[config.mk]
export PLATFORM = sky130hd
export DESIGN_NAME = word_serializer
export DESIGN_NICKNAME = d
export VERILOG_FILES = /design/src/rtl/shift_pkg.sv /design/src/rtl/mod_counter.sv /design/src/rtl/word_serializer.sv
export SDC_FILE = /design/constraint.sdc
export NUM_CORES = 1
export LEC_CHECK = 0
export BUFFER_PORTS_ARGS = -buffer_cell sky130_fd_sc_hd__buf_2
export CAP_MARGIN = 40
export CORE_AREA = 5 5 44 46
export CTS_CLUSTER_DIAMETER = 200
export CTS_CLUSTER_SIZE = 20
export DETAILED_ROUTE_END_ITERATION = 16
export DIE_AREA = 0 0 49 51
export PLACE_DENSITY = 0.68
export SYNTH_ARGS = -nofsm -noshare
export SYNTH_HDL_FRONTEND = slang
export SYNTH_HIERARCHICAL = 1
export SYNTH_SLANG_ARGS = --single-unit
[constraint.sdc]
create_clock -name clk -period 1.5 [get_ports clk]
set_clock_uncertainty 0.2 [all_clocks]
set_input_delay 0.15 -clock clk [delete_from_list [all_inputs] [get_ports clk]]
set_output_delay 0.15 -clock clk [all_outputs]
set_load 0.01 [all_outputs]
[src/rtl/shift_pkg.sv]
// Shared types and helpers for the word serializer.
package shift_pkg;

  typedef enum logic {IDLE, SHIFT} ser_state_t;

  // Beat counter width; at least one bit so M=1 still has a legal vector.
  function automatic int unsigned cnt_w(input int unsigned m);
    return (m <= 1) ? 1 : $clog2(m);
  endfunction

endpackage

[src/rtl/mod_counter.sv]
// Beat counter with synchronous clear/load/increment and a terminal-count flag.
module mod_counter #(
  parameter int unsigned W   = 1,
  parameter int unsigned MAX = 0
) (
  input  logic         clk,
  input  logic         reset,
  input  logic         clr,
  input  logic         load,
  input  logic [W-1:0] load_val,
  input  logic         inc,
  output logic [W-1:0] cnt,
  output logic         tc
);

  localparam logic [W-1:0] MaxVal = W'(MAX);

  always_ff @(posedge clk) begin
    if (reset || clr) begin
      cnt <= '0;
    end else if (load) begin
      cnt <= load_val;
    end else if (inc) begin
      cnt <= (cnt == MaxVal) ? '0 : cnt + W'(1);
    end
  end

  assign tc = (cnt == MaxVal);

endmodule

[src/rtl/word_serializer.sv]
// Parallel-in, serial-out: emits an N*M-bit word as M N-bit beats, MS chunk first.
module word_serializer
  import shift_pkg::*;
#(
  parameter int unsigned N = 4,
  parameter int unsigned M = 2
) (
  input  logic         clk,
  input  logic         reset,
  input  logic         load_valid,
  output logic         load_ready,
  input  logic [N*M-1:0] din,
  output logic         sout_valid,
  input  logic         sout_ready,
  output logic [N-1:0] sout,
  output logic         sout_last
);

  localparam int unsigned W  = N * M;
  localparam int unsigned CW = cnt_w(M);
  localparam logic [CW-1:0] LastCnt = CW'(M - 1);

  ser_state_t    state;
  logic [W-1:0]  word_q;
  logic [CW-1:0] beat_cnt;
  logic          beat_tc;
  logic          load_xfer;
  logic          beat_xfer;

  assign sout_valid = (state == SHIFT);
  assign sout       = word_q[W-1 -: N];
  assign sout_last  = sout_valid & (beat_cnt == LastCnt);

  // Combinational sout_ready -> load_ready lets a new word follow the last beat directly.
  assign load_ready = (state == IDLE) | (sout_last & sout_ready);
  assign load_xfer  = load_valid & load_ready;
  assign beat_xfer  = sout_valid & sout_ready;

  mod_counter #(
    .W   (CW),
    .MAX (M - 1)
  ) u_beat_cnt (
    .clk      (clk),
    .reset    (reset),
    .clr      (load_xfer),
    .load     (1'b0),
    .load_val ('0),
    .inc      (beat_xfer & ~beat_tc),
    .cnt      (beat_cnt),
    .tc       (beat_tc)
  );

  always_ff @(posedge clk) begin
    if (reset) begin
      state  <= IDLE;
      word_q <= '0;
    end else if (load_xfer) begin
      word_q <= din;
      state  <= SHIFT;
    end else if (beat_xfer) begin
      if (!beat_tc) begin
        word_q <= word_q << N;
      end else begin
        state <= IDLE;
      end
    end
  end

endmodule
==> impl_metrics.xml <==
<?xml version="1.0" encoding="UTF-8"?>
<metrics>
  <group name="status">
    <metric name="status" unit="">finished clean</metric>
  </group>
  <group name="floorplan">
    <metric name="fp.coreArea" unit="µm²">1470</metric>
    <metric name="die_w" unit="µm">49</metric>
    <metric name="starting_density" unit="">0.403</metric>
    <metric name="die_h" unit="µm">51</metric>
    <metric name="ios" unit="">19</metric>
    <metric name="row_count" unit="">14</metric>
    <metric name="die_outline_area" unit="µm²">2500</metric>
  </group>
  <group name="placement">
    <metric name="numPlacedInstances" unit="">86</metric>
    <metric name="preCtsSetupSlack" unit="ns">0.0127</metric>
    <metric name="hpwl" unit="µm">883</metric>
    <metric name="place_congestion" unit="">0.716</metric>
    <metric name="buffer_ports.inserted" unit="">18</metric>
  </group>
  <group name="logic_synthesis">
    <metric name="yosysUniqueCellTypes" unit="">20</metric>
    <metric name="post_synth_instance_area" unit="µm²">593</metric>
    <metric name="yosys.area.top_type_share" unit="">0.338</metric>
    <metric name="post_synth_inst_count" unit="">56</metric>
    <metric name="compound_gate_fraction_of_synth_area" unit="">0.219</metric>
    <metric name="yosys.area_share.xor_xnor" unit="">0.0148</metric>
    <metric name="synth_sequential_area_ratio" unit="">0.338</metric>
    <metric name="dominant_combinational_cell_family_by_area_after_synthesis" unit="">compound AO/OA/AOI/OAI gates</metric>
    <metric name="yosys.area_share.simple" unit="">0.186</metric>
    <metric name="synth-seq-cells" unit="">10</metric>
    <metric name="netlist.top_cell.by_area" unit="">sky130_fd_sc_hd__dfxtp_1</metric>
    <metric name="yosys_warnings" unit="">6</metric>
    <metric name="synth.area.mux_share" unit="">0.0675</metric>
    <metric name="synth-adder-area-share" unit="">0</metric>
    <metric name="syn_area_per_cell" unit="µm²">10.6</metric>
    <metric name="netlist_top_cells_area" unit="">sky130_fd_sc_hd__dfxtp_1, sky130_fd_sc_hd__o41ai_2, sky130_fd_sc_hd__mux2i_1</metric>
  </group>
  <group name="worst_setup_path">
    <metric name="timing.critical_path.to_type" unit="">flip-flop</metric>
    <metric name="cp_slowest_cell" unit="">sky130_fd_sc_hd__dfxtp_2</metric>
    <metric name="critical_path_required" unit="ns">1.45</metric>
    <metric name="critical_path.n_buffers_inverters" unit="">2</metric>
    <metric name="critical-path-max-stage-delay" unit="ns">0.35</metric>
    <metric name="critical_path_class" unit="">flip-flop to flip-flop</metric>
    <metric name="timing.critical_path.fanout_max" unit="">6</metric>
    <metric name="worstSetupStartpointType" unit="">flip-flop</metric>
    <metric name="timing.critical_path.arrival" unit="ns">1.42</metric>
    <metric name="r2r-start" unit="">sout_valid</metric>
    <metric name="crit_chain" unit="">a21bo_4, buf_4, nand2_8, inv_4, a2111oi_2</metric>
    <metric name="setup.worst_path.start" unit="">sout_valid</metric>
    <metric name="cp_top_family" unit="">compound AO/OA/AOI/OAI gates</metric>
  </group>
  <group name="cts">
    <metric name="cts-root-to-sink-buffers" unit="">2</metric>
    <metric name="clkSinkCount" unit="">10</metric>
    <metric name="cts_buffers" unit="">3</metric>
    <metric name="clkLatencyLatePin" unit="ns">0.26</metric>
    <metric name="tritoncts" unit="">yes</metric>
    <metric name="clockRootBuffer" unit="">sky130_fd_sc_hd__clkbuf_4</metric>
    <metric name="cts_h_tree_depth" unit="">1</metric>
    <metric name="cts.clk_slew.worst_paths" unit="ns">0.07</metric>
  </group>
  <group name="min_path">
    <metric name="worstHoldPathType" unit="">input port to flip-flop</metric>
    <metric name="hold_path_startpoint" unit="">sout_ready</metric>
  </group>
  <group name="route">
    <metric name="dr_total_vias" unit="">481</metric>
    <metric name="routed_length_per_placed_instance" unit="µm">12.9</metric>
    <metric name="drt_drc_violations_left" unit="">0</metric>
    <metric name="ant_nets" unit="">0</metric>
    <metric name="viasPerCell" unit="">5.01</metric>
    <metric name="dr.pass1.iters" unit="">4</metric>
    <metric name="route.final.wire_length" unit="mm">1.24</metric>
    <metric name="drt_iter0_markers" unit="">13</metric>
  </group>
  <group name="sta">
    <metric name="rsz_0062_raised_after_global_routing" unit="">yes</metric>
    <metric name="postLayoutSetupSlackWorst" unit="ns">0.0281</metric>
    <metric name="post-route-min-period" unit="ns">1.47</metric>
    <metric name="totalNegativeSetupSlack" unit="ns">0</metric>
    <metric name="final_hold_viol_count" unit="">0</metric>
    <metric name="hold_ws" unit="ns">0.00785</metric>
    <metric name="fmax" unit="MHz">679</metric>
    <metric name="layout_worst_path_cycle_share" unit="">0.981</metric>
    <metric name="final-setup-viol-count" unit="">0</metric>
    <metric name="report.final.slew_viol_count" unit="">0</metric>
  </group>
  <group name="final_layout">
    <metric name="final_core_util" unit="">0.538</metric>
    <metric name="n_antenna_cell" unit="">0</metric>
    <metric name="multi_input_area" unit="µm²">330</metric>
    <metric name="regArea" unit="µm²">205</metric>
    <metric name="instances_no_fill" unit="">96</metric>
    <metric name="layout-drive-gt1-share" unit="">0.538</metric>
    <metric name="final.fill_count" unit="">146</metric>
    <metric name="design.final.nets" unit="">93</metric>
    <metric name="flow.area_growth_from_synthesis" unit="%">33.5</metric>
  </group>
  <group name="power_and_ir_drop">
    <metric name="worst_ir_drop_vdd" unit="V">0.000394</metric>
    <metric name="p_leak" unit="µW">0.000343</metric>
    <metric name="cellPowerDensity" unit="nW/µm²">907</metric>
  </group>
  <group name="global_route">
    <metric name="globalRoute.totalOverflow" unit="">0</metric>
    <metric name="antenna_violations_before_repair" unit="">0</metric>
    <metric name="grtUsageTotal" unit="">0.104</metric>
    <metric name="via_count_of_the_first_global_routing_pass" unit="">475</metric>
    <metric name="grt_pass1_wl" unit="mm">2.05</metric>
    <metric name="grt_max_degree" unit="">15</metric>
  </group>
  <group name="flow_run">
    <metric name="drv.max_cap_violation_count" unit="">0</metric>
  </group>
</metrics>
routing by layer:
metal	up-vias	track usage	wire, µm
li1	243	-	-
met1	224	0.118	540
met2	12	0.172	622
met3	2	0.0262	52
met4	0	0.0673	22
met5	-	0	0
layout make-up:
cell class | count | area share
multi-input cells | 33 | 0.417
flip-flops and latches | 10 | 0.259
repair buffers | 27 | 0.221
clock buffers | 4 | 0.0458
inverters | 6 | 0.0316
well taps | 16 | 0.0253
report_power, final:
part           leakage (µW)  internal (µW)  total, µW  switching, µW
registers         0.0000836            287        301           13.5
logic              0.000238           88.7        174           84.9
clock network     0.0000210            147        244           96.6
worst min-delay path, delay by kind of cell:
kind / cells / cell delay, ns
simple gates: 2 / 0.11
buf+inv: 1 / 0.11
compound gates: 1 / 0.06
cell usage after synthesis:
master	count
sky130_fd_sc_hd__buf_4	5
sky130_fd_sc_hd__mux2i_1	4
sky130_fd_sc_hd__a2111oi_2	1
sky130_fd_sc_hd__clkbuf_1	1
sky130_fd_sc_hd__nand4b_1	4
sky130_fd_sc_hd__nor2b_1	5
sky130_fd_sc_hd__inv_4	1
sky130_fd_sc_hd__xnor2_1	1
sky130_fd_sc_hd__nand2_1	2
sky130_fd_sc_hd__nand2_8	1
sky130_fd_sc_hd__dfxtp_1	10
sky130_fd_sc_hd__o41ai_2	4
sky130_fd_sc_hd__and3b_1	1
sky130_fd_sc_hd__and2_2	1
sky130_fd_sc_hd__buf_6	3
sky130_fd_sc_hd__a21bo_1	1
sky130_fd_sc_hd__a221oi_1	4
sky130_fd_sc_hd__conb_1	1
sky130_fd_sc_hd__inv_1	5
sky130_fd_sc_hd__a21oi_1	1
flip-flops by register name (all words and copies together) (netlist names):
signal,count
sout_valid,1
u_beat_cnt/cnt,1
word_q,8
path summary, 6_finish.rpt:
check                   endpoint  slack [ns]  cells after the start
hold / removal        sout_valid       0.008                      4
setup reg to reg  u_beat_cnt/cnt        0.03                      5
setup / recovery  u_beat_cnt/cnt        0.03                      5
hold reg to reg        word_q[1]        0.28                      2
layout by cell type, fill, tap and decap left out, types with 4 or more instances in the layout:
master and instances:
sky130_fd_sc_hd__buf_2 18, sky130_fd_sc_hd__dfxtp_1 8, sky130_fd_sc_hd__nor2b_1 5, sky130_fd_sc_hd__inv_1 5, sky130_fd_sc_hd__nand4b_1 4, sky130_fd_sc_hd__o41ai_2 4, sky130_fd_sc_hd__dlygate4sd3_1 4
logic make-up (layout without fill, tap and decap cells):
logic type | after synthesis | after routing
AO/OA/AOI/OAI | 11 | 11
XOR/XNOR | 1 | 1
buffers and inverters | 15 | 37
flip-flops | 10 | 10
multiplexers | 4 | 4
other | 1 | 3
AND/OR/NAND/NOR | 14 | 14
stage by stage:
| step | instance area (µm²) | total power, µW |
|---|---|---|
| after floorplan | 602 | 421 |
| after global placement | 659 | 445 |
| after detailed placement | 659 | 448 |
| after CTS | 751 | 705 |
| after global routing | 792 | 751 |
| final | 792 | 718 |
what timing repair did:
| item | 4_1_cts | 5_1_grt |
|---|---|---|
| cloned | 0 | 0 |
| hold endpoints to repair | 4 | 0 |
| pin swaps | 1 | 4 |
| hold buffers | 4 | 0 |
| buffers inserted | 1 | 1 |
| resized for setup | 3 | 8 |
| setup endpoints to repair | 2 | 5 |
Power figures use the tool's default switching activity.
